$ cat config.mk
export PLATFORM = sky130hd
export DESIGN_NAME = wb_madgwick_slave
export DESIGN_NICKNAME = d
export VERILOG_FILES = /design/src/rtl/wb_madgwick_slave.sv
export SDC_FILE = /design/constraint.sdc
export NUM_CORES = 2
export LEC_CHECK = 0
export BUFFER_PORTS_ARGS = -buffer_cell sky130_fd_sc_hd__buf_2
export CAP_MARGIN = 20
export CORE_MARGIN = 2
export CORE_UTILIZATION = 38
export CTS_BUF_LIST = sky130_fd_sc_hd__clkbuf_8
export DETAILED_ROUTE_END_ITERATION = 10
export PLACE_DENSITY = 0.63
export RECOVER_POWER = 100
export SLEW_MARGIN = 10
export SYNTH_ARGS = -nofsm -noshare
export SYNTH_HDL_FRONTEND = slang
export SYNTH_SLANG_ARGS = --single-unit
$ cat constraint.sdc
create_clock -name wb_clk_i -period 4.4 [get_ports wb_clk_i]
set_input_delay 0.88 -clock wb_clk_i [delete_from_list [all_inputs] [get_ports wb_clk_i]]
set_output_delay 0.88 -clock wb_clk_i [all_outputs]
set_load 0.01 [all_outputs]
$ cat src/rtl/wb_madgwick_slave.sv
// Wishbone classic slave for the Madgwick filter window: operand staging,
// compute-core launch/abort sequencing, quaternion capture and interrupt.
module wb_madgwick_slave #(
    parameter int unsigned TIMEOUT_CYCLES = 4096,
    parameter logic [31:0] Q_ONE          = 32'h4000_0000
) (
    input  logic         wb_clk_i,
    input  logic         wb_rst_n_i,
    input  logic [31:0]  wb_adr_i,
    input  logic [31:0]  wb_dat_i,
    input  logic [3:0]   wb_sel_i,
    input  logic         wb_we_i,
    input  logic         wb_cyc_i,
    input  logic         wb_stb_i,
    input  logic [2:0]   wb_cti_i,
    input  logic [1:0]   wb_bte_i,
    output logic [31:0]  wb_dat_o,
    output logic         wb_ack_o,
    output logic         wb_err_o,
    output logic         wb_rty_o,
    output logic [351:0] core_operand_o,
    output logic         core_start_o,
    output logic         core_abort_o,
    input  logic         core_done_i,
    input  logic [127:0] core_q_i,
    output logic         irq_o
);
    localparam int unsigned DW   = 32;
    localparam int unsigned NOPS = 11;
    localparam int unsigned NQ   = 4;

    typedef enum logic [1:0] {S_IDLE, S_LAUNCH, S_RUN} state_e;

    state_e          state_q, state_d;
    logic [DW-1:0]   stg_q [NOPS];
    logic [DW-1:0]   stg_d [NOPS];
    logic [DW-1:0]   op_q  [NOPS];
    logic [DW-1:0]   op_d  [NOPS];
    logic [DW-1:0]   q_q   [NQ];
    logic [DW-1:0]   q_d   [NQ];
    logic [DW-1:0]   wdog_q, wdog_d, count_q, count_d, dat_q, dat_d, rdata_c;
    logic            ack_q, ack_d, irq_en_q, irq_en_d, irq_q, irq_d;
    logic            done_q, done_d, overrun_q, overrun_d, timeout_q, timeout_d;
    logic            start_q, start_d, abort_q, abort_d;
    logic            req_c, wr_c, ctrl_wr_c, stat_wr_c, go_c, srst_c;
    logic [4:0]      word_c;
    logic            unused_c;

    assign unused_c  = ^{wb_cti_i, wb_bte_i, wb_adr_i[31:7], wb_adr_i[1:0]};
    assign req_c     = wb_cyc_i & wb_stb_i & ~ack_q;
    assign wr_c      = req_c & wb_we_i;
    assign word_c    = wb_adr_i[6:2];
    assign ctrl_wr_c = wr_c & (word_c == 5'd0) & wb_sel_i[0];
    assign stat_wr_c = wr_c & (word_c == 5'd1) & wb_sel_i[0];
    assign go_c      = ctrl_wr_c & wb_dat_i[0];
    assign srst_c    = ctrl_wr_c & wb_dat_i[2];

    assign wb_ack_o     = ack_q;
    assign wb_dat_o     = dat_q;
    assign wb_err_o     = 1'b0;
    assign wb_rty_o     = 1'b0;
    assign core_start_o = start_q;
    assign core_abort_o = abort_q;
    assign irq_o        = irq_q;

    always_comb begin
        core_operand_o = '0;
        for (int i = 0; i < NOPS; i++) core_operand_o[i*DW +: DW] = op_q[i];
    end

    function automatic logic [DW-1:0] merge(input logic [DW-1:0] old_v,
                                            input logic [DW-1:0] new_v,
                                            input logic [3:0]    sel);
        logic [DW-1:0] r;
        r = old_v;
        for (int b = 0; b < 4; b++) if (sel[b]) r[b*8 +: 8] = new_v[b*8 +: 8];
        return r;
    endfunction

    // Read mux, sampled on the request cycle.
    always_comb begin
        rdata_c = '0;
        if (word_c == 5'd0)
            rdata_c = {30'd0, irq_en_q, 1'b0};
        else if (word_c == 5'd1)
            rdata_c = {28'd0, timeout_q, overrun_q, done_q, state_q != S_IDLE};
        else if (word_c >= 5'd2 && word_c <= 5'd12)
            rdata_c = stg_q[4'(word_c - 5'd2)];
        else if (word_c >= 5'd16 && word_c <= 5'd19)
            rdata_c = q_q[word_c[1:0]];
        else if (word_c == 5'd20)
            rdata_c = count_q;
    end

    always_comb begin
        state_d   = state_q;
        stg_d     = stg_q;
        op_d      = op_q;
        q_d       = q_q;
        wdog_d    = wdog_q;
        count_d   = count_q;
        irq_en_d  = irq_en_q;
        done_d    = done_q;
        overrun_d = overrun_q;
        timeout_d = timeout_q;
        abort_d   = 1'b0;
        ack_d     = req_c;
        dat_d     = (req_c & ~wb_we_i) ? rdata_c : '0;
        irq_d     = (done_q | timeout_q) & irq_en_q;

        if (ctrl_wr_c) irq_en_d = wb_dat_i[1];
        if (wr_c && word_c >= 5'd2 && word_c <= 5'd12)
            stg_d[4'(word_c - 5'd2)] = merge(stg_q[4'(word_c - 5'd2)], wb_dat_i, wb_sel_i);

        // Clears are applied first so a same-cycle hardware set wins.
        if (stat_wr_c) begin
            if (wb_dat_i[1]) done_d    = 1'b0;
            if (wb_dat_i[2]) overrun_d = 1'b0;
            if (wb_dat_i[3]) timeout_d = 1'b0;
        end

        case (state_q)
            S_IDLE: begin
                if (go_c) begin
                    state_d = S_LAUNCH;
                    op_d    = stg_q;
                end
            end
            S_LAUNCH: begin
                if (go_c) overrun_d = 1'b1;
                state_d = S_RUN;
                wdog_d  = '0;
            end
            S_RUN: begin
                if (go_c) overrun_d = 1'b1;
                if (core_done_i) begin
                    for (int i = 0; i < NQ; i++) q_d[i] = core_q_i[i*DW +: DW];
                    done_d  = 1'b1;
                    count_d = count_q + DW'(1);
                    state_d = S_IDLE;
                end else if (wdog_q == DW'(TIMEOUT_CYCLES - 1)) begin
                    timeout_d = 1'b1;
                    abort_d   = 1'b1;
                    state_d   = S_IDLE;
                end else begin
                    wdog_d = wdog_q + DW'(1);
                end
            end
            default: state_d = S_IDLE;
        endcase

        // Soft reset overrides everything above, including a same-write START.
        if (srst_c) begin
            state_d   = S_IDLE;
            op_d      = op_q;
            abort_d   = (state_q != S_IDLE);
            q_d[0]    = Q_ONE;
            for (int i = 1; i < NQ; i++) q_d[i] = '0;
            done_d    = 1'b0;
            overrun_d = 1'b0;
            timeout_d = 1'b0;
            count_d   = '0;
        end

        start_d = (state_d == S_LAUNCH);
    end

    always_ff @(posedge wb_clk_i or negedge wb_rst_n_i) begin
        if (!wb_rst_n_i) begin
            state_q   <= S_IDLE;
            for (int i = 0; i < NOPS; i++) begin
                stg_q[i] <= '0;
                op_q[i]  <= '0;
            end
            q_q[0]    <= Q_ONE;
            for (int i = 1; i < NQ; i++) q_q[i] <= '0;
            wdog_q    <= '0;
            count_q   <= '0;
            dat_q     <= '0;
            ack_q     <= 1'b0;
            irq_en_q  <= 1'b0;
            irq_q     <= 1'b0;
            done_q    <= 1'b0;
            overrun_q <= 1'b0;
            timeout_q <= 1'b0;
            start_q   <= 1'b0;
            abort_q   <= 1'b0;
        end else begin
            state_q   <= state_d;
            stg_q     <= stg_d;
            op_q      <= op_d;
            q_q       <= q_d;
            wdog_q    <= wdog_d;
            count_q   <= count_d;
            dat_q     <= dat_d;
            ack_q     <= ack_d;
            irq_en_q  <= irq_en_d;
            irq_q     <= irq_d;
            done_q    <= done_d;
            overrun_q <= overrun_d;
            timeout_q <= timeout_d;
            start_q   <= start_d;
            abort_q   <= abort_d;
        end
    end
endmodule
## Word-level counts from Yosys, hierarchy flattened

Cells that the tools add are included.

- Reduce and logical (&&, ||, !) cells: 15
- Equality and inequality tests: 8
- Add/subtract/negate cells: 3
- Bitwise operators: 17
- Muxes and demuxes: 57
- $lt $le $gt $ge: 7

Operators with widths:

| cell | count |
|---|---|
| 32-bit two-way mux | 16 |
| 128-bit two-way mux | 3 |
| 352-bit bitwise mux | 1 |
| 32-bit binary-select mux with 4-bit select | 1 |
| 32-bit demux with 4-bit select | 1 |
| 32-bit by 1-bit adder with 32-bit output (second input constant) | 2 |
| 32-bit binary-select mux with 2-bit select | 1 |
| 8-bit two-way mux | 8 |
| 32-bit one-hot mux with 2 select lines | 1 |
| 32-bit by 12-bit equality test with 1-bit output (second input constant) | 1 |
| 1-bit two-way mux | 20 |
| 1-bit bitwise AND | 11 |
| 5-bit greater-or-equal comparator (second input constant) | 2 |
| 2-bit two-way mux | 4 |
| 2-bit nonzero test | 4 |
| 2-bit one-hot mux with 3 select lines | 1 |
| 3-bit AND reduction | 2 |
| 5-bit by 1-bit equality test with 1-bit output (second input constant) | 1 |
| 5-bit equality test (second input constant) | 1 |
| 5-bit by 2-bit greater-or-equal comparator with 1-bit output (second input constant) | 1 |
| 5-bit by 4-bit <= comparator with 1-bit output (second input constant) | 1 |
| 5-bit <= comparator (second input constant) | 1 |
| 1-bit logical AND | 5 |
| 5-bit logical NOT | 1 |
| other kinds (13) | 17 |

- Bits in registers: 938
- Input bits: 207
- Word-level logic and storage cells: 145
- Output and inout bits: 390

## Depth between registers and ports, before layout

- Depth in word-level cells: 10
- Mapped depth: 12
- Mapped depth without buffers: 7

## Least setup slack after synthesis

OpenSTA, ideal clock, no wires.

- Path type: input to register
- Start point: input wb_adr_i[3]
- End point: register stg_q[118] in the netlist's numbering
- Path buffers: 5
- Arrival time: 3.301 ns
- Stages: 12
- Slack: 0.966 ns
- Data required time: 4.267 ns
- Setup time: 0.133 ns
- Path through: buf_2 > buf_2 > clkbuf_1 > inv_1 > ha_1 > xor2_1 > nor2_1 > clkbuf_1 > and2_1 > o31ai_1 > clkbuf_1 > o21ai_0

- Longest elaborated chain between the ends: 8
- Elaborated cells between the ends (all ways): 17
- Classes of those cells: add/sub (1); order compare (4); mux (8); bitwise (1); reduce/logical (3)

RTL lines:

| what | RTL line | RTL |
|---|---|---|
| start: declaration | 9 | `input logic [31:0] wb_adr_i,` |
| 4-bit by 2-bit subtractor with 4-bit output | 113 | `stg_d[4'(word_c - 5'd2)] = merge(stg_q[4'(word_c - 5'd2)], wb_dat_i, wb_sel_i);` |
| 4-bit NOT with 5-bit output (implied by the code) | 113 |  |
| 32-bit binary-select mux with 4-bit select | 113 |  |
| 32-bit two-way mux (implied by the code) (2 in a row) | 113 |  |
| 8-bit two-way mux | 76 | `for (int b = 0; b < 4; b++) if (sel[b]) r[b*8 +: 8] = new_v[b*8 +: 8];` |
| 8-bit two-way mux | 112 | `if (wr_c && word_c >= 5'd2 && word_c <= 5'd12)` |
| 352-bit bitwise mux | 113 |  |
| end signal: assignment | 190 | `stg_q <= stg_d;` |
| end: declaration | 35 | `logic [DW-1:0] stg_q [NOPS];` |

Several ways; a longest one is shown, not always the timed one. The select of a mux whose other input is x is not followed.
A chain may end at the register's enable or synchronous reset.

## Worst setup path in the final report

- Start point: input wb_adr_i[3]
- End point: register stg_q[184] in the netlist's numbering

The elaborated chain is that of the path after synthesis.

==> run metrics <==
failing checks=max-capacitance violations, max-slew violations; # IOs=597; DIE WIDTH=329 um; fin crit share=82.4%; initial antenna violation count=9; grt ovf=0; CP Capture Type=flop; CTS tree=yes; Final Util=44.9%; Reg power frac=50.1%; post-CTS sizing=0; share of layout cells above drive strength 1=16.6%; die area=108000 um^2; Net Sw Frac=26.5%; Yosys reg bits=938; vias after detailed routing=approximately 29000; FP Rows=119; Worst VDD drop=~0.25 mV; register area share after synthesis=around 58%; Setup TNS=0 ns; Final Critical Period=3.63 ns; clk root buf=clkbuf_8; vias in the first global route=~30000; area fraction in compound gates after synthesis=10.1%; number of routed nets with antenna violations=0; synthesized area=40200 um^2; gr usage total=23.4%; Final Max Tran Viols=~160; CP max FO=18; Design Power=19.1 mW; R2R Path Start=wb_ack_o; setup ws final=0.774 ns; largest net degree at the start of global routing=114; first-pass GRT wire length=about 190 mm; FF-to-FF End=core_operand_o[298]; Worst-Margin Slew=about 2.2 ns; clk buf depth=3; Mapped Cells=3443; simple-gate share of the synthesized area=10.9%; clock group share of total power=41.0%; combinational share of power=8.9%; core area=roughly 100000 um^2; Adder-Cell Fraction of Synth Area=0.249%; routed len/inst=22.9 um; number of port buffers=about 560; hold-fix buffers at CTS=0; Post-DP HPWL=88.4 mm; Worst Hold Launch=core_q_i[44]; worst path arrival time=between 4 and 5 ns; vias per cell=5.28; PwrDens=406 nW/um^2; outcome=finished, violations left; clk sinks=938; area grow syn2layout=17.3%; number of max-cap violations=4; Int Pwr=14.0 mW; yosys warns=0; post-CTS setup buffer count=0; Num CTS Buffers=158; RSZ-0062 raised after global routing=no; chip height=around 330 um; XOR/XNOR Fraction of Synth Area=0.502%; Setup Viol. Count Final=0; Rel. slew slack=-49.2%; worst slack, placed=about 0.38 ns; fin nets=4229; routability cong.=0.836; First DRT Iteration DRCs=between 2000 and 2500; r2r setup slk=0.85 ns; final WL=approximately 130 mm; final hold vios=0; Main synth FF type=dfrtp_1; Psw=a little over 5 mW; Leak Pwr=roughly 22 nW; DRC=0; Placed Area=44700 um^2; syn_area_per_cell=~12 um^2; Hold Path End=q_q[76]; post-synthesis async set-or-reset flop share=100%; Post-synth EDFFs=0; Startpoint Class=primary input; FF-to-FF path depth=8; skew final=between 0.05 and 0.06 ns; HP Class=in2reg; Hold Crit Depth=3; initial core utilization=38.3%; main combinational cell family by area after synthesis=multiplexers; CP required=between 5 and 6 ns; H-tree levels=4; crit path kind=in2reg; clk_lat worst skew=0.84 ns; Distinct cells, synth=58; maximum clock rate=between 200 and 300 MHz; Synth area leader=dfrtp_1; Pre-Repair DR Iteration Count=7; Area contributors post-synth=dfrtp_1 58%, mux2_1 7.9%, nand2_1 6.0%; mux cell area share after synthesis=between 15 and 20%; Clock Pin Slew Worst Setup and Hold Paths=0.06 ns; top-area cell type share of the netlist area=58.4%; Final Cell Area=47100 um^2
[sequential cells by signal, summed over array words and instances (netlist names)]
| signal | count |
|---|---|
| core_start_o | 1 |
| wdog_q | 32 |
| core_abort_o | 1 |
| core_operand_o | 352 |
| irq_o | 1 |
| wb_ack_o | 1 |
| overrun_q | 1 |
| q_q | 128 |
| done_q | 1 |
| state_q | 2 |
| count_q | 32 |
| stg_q | 352 |
| irq_en_q | 1 |
| wb_dat_o | 32 |
| timeout_q | 1 |
[Yosys cell counts (all sizes together) (6+ instances only)]
master	n
ha	8
nand2b	36
mux4	96
nand4	28
nor2	67
o21ai	412
nor3	8
o31ai	45
a22oi	29
a21oi	195
or4	11
nor3b	31
nand2	647
nand3	29
o211ai	6
xnor2	14
mux2	386
or3	23
and4	10
inv	12
and3	12
dfrtp	937
and2	40
buf	73
clkbuf	195
xor2	9
a221oi	36
nor4	13
[cell type report]
| type | count | area (um^2) |
|---|---|---|
| clock buffer | 189 | 2600 |
| sequential | 938 | 23500 |
| antenna | 5 | 12.5 |
| clock inverter | 97 | 602 |
| multi-input combinational | 2226 | 15400 |
| inverter | 12 | 45.0 |
| timing repair buffer | 678 | 3260 |
| fill | 9948 | 57900 |
| tap | 1391 | 1740 |
[power groups by stage]
stage	Combinational [mW]	Sequential [mW]	Clock [mW]
2_1_floorplan	1.04	9.56	0
3_3_place_gp	1.73	9.68	0
3_5_place_dp	1.76	9.71	0
4_1_cts	1.77	9.55	8.03
5_1_grt	1.91	9.62	8.45
6_report	1.70	9.57	7.84
[placed cells by master (no fill, tap or decap), types with 13 or more instances in the layout]
cell | netlist | layout
mux2_2 | 106 | 106
inv_1 | 12 | 72
nor2_1 | 66 | 65
nor3b_1 | 31 | 31
o21ai_1 | 31 | 17
nand2_1 | 647 | 644
a21oi_1 | 195 | 194
clkbuf_1 | 195 | 438
or3_1 | 23 | 23
o21ai_0 | 381 | 395
nand4_1 | 28 | 28
dfrtp_1 | 937 | 937
and2_1 | 39 | 36
buf_12 | 0 | 20
nand2b_1 | 36 | 36
o31ai_1 | 45 | 41
buf_2 | 32 | 171
a221oi_1 | 35 | 35
clkbuf_8 | 0 | 189
a22oi_1 | 29 | 29
mux2_1 | 280 | 280
mux4_2 | 96 | 96
buf_4 | 4 | 39
nand3_1 | 28 | 28
clkinv_2 | 0 | 18
xnor2_1 | 14 | 13
[per-stage QoR]
| stage | hold slack [ns] | instances |
|---|---|---|
| 6_report | 0.291 | 5536 |
| 5_1_grt | 0.242 | 5535 |
| 4_1_cts | 0.0225 | 5527 |
| 3_5_place_dp | 0.462 | 5241 |
| 3_3_place_gp | 0.453 | 5240 |
| 2_1_floorplan | 0.460 | 3444 |
[worst max-delay path, stage by stage]
cell and delay [ns]:
buf_6 0.22, inv_1 0.10, ha_1 0.33, xnor2_2 0.76
clkbuf_1 0.74, a221oi_1 0.22, nor3b_1 0.38, o31ai_2 0.08
clkbuf_1 0.32, o21ai_0 0.25
[cells by family (layout without fill, tap and decap cells)]
kind of cell	after synthesis	in the layout
AOI/OAI and AO/OA	736	736
xor gates and xnor gates	23	23
and+or+nand+nor	972	972
DFF	938	938
muxes	485	485
adders and majority gates	8	8
buffers and inverters	280	976
other	1	7
[worst max path at each step]
| stage | from | to | slack, ns | depth (start not counted) |
|---|---|---|---|---|
| 2_1_floorplan | wb_adr_i[3] | stg_q[118] | 0.97 | 12 |
| 3_3_place_gp | wb_adr_i[3] | stg_q[34] | 0.44 | 10 |
| 3_5_place_dp | wb_adr_i[3] | stg_q[258] | 0.38 | 10 |
| 4_1_cts | wb_adr_i[3] | stg_q[258] | 1.29 | 10 |
| 5_1_grt | wb_ack_o | count_q[10] | 0.57 | 6 |
| 6_report | wb_adr_i[3] | stg_q[184] | 0.77 | 10 |
[per-layer routing]
metal	track usage, %	share of wire (%)	vias up	wire [um]
met4	8.95	3.9	4	4970
li1	-	-	13316	-
met3	5.24	6.3	230	7970
met5	0	0.020	-	26
met1	30.8	42	14766	53600
met2	37.9	48	926	60500
No activity file was read; power rests on OpenSTA's default activity.
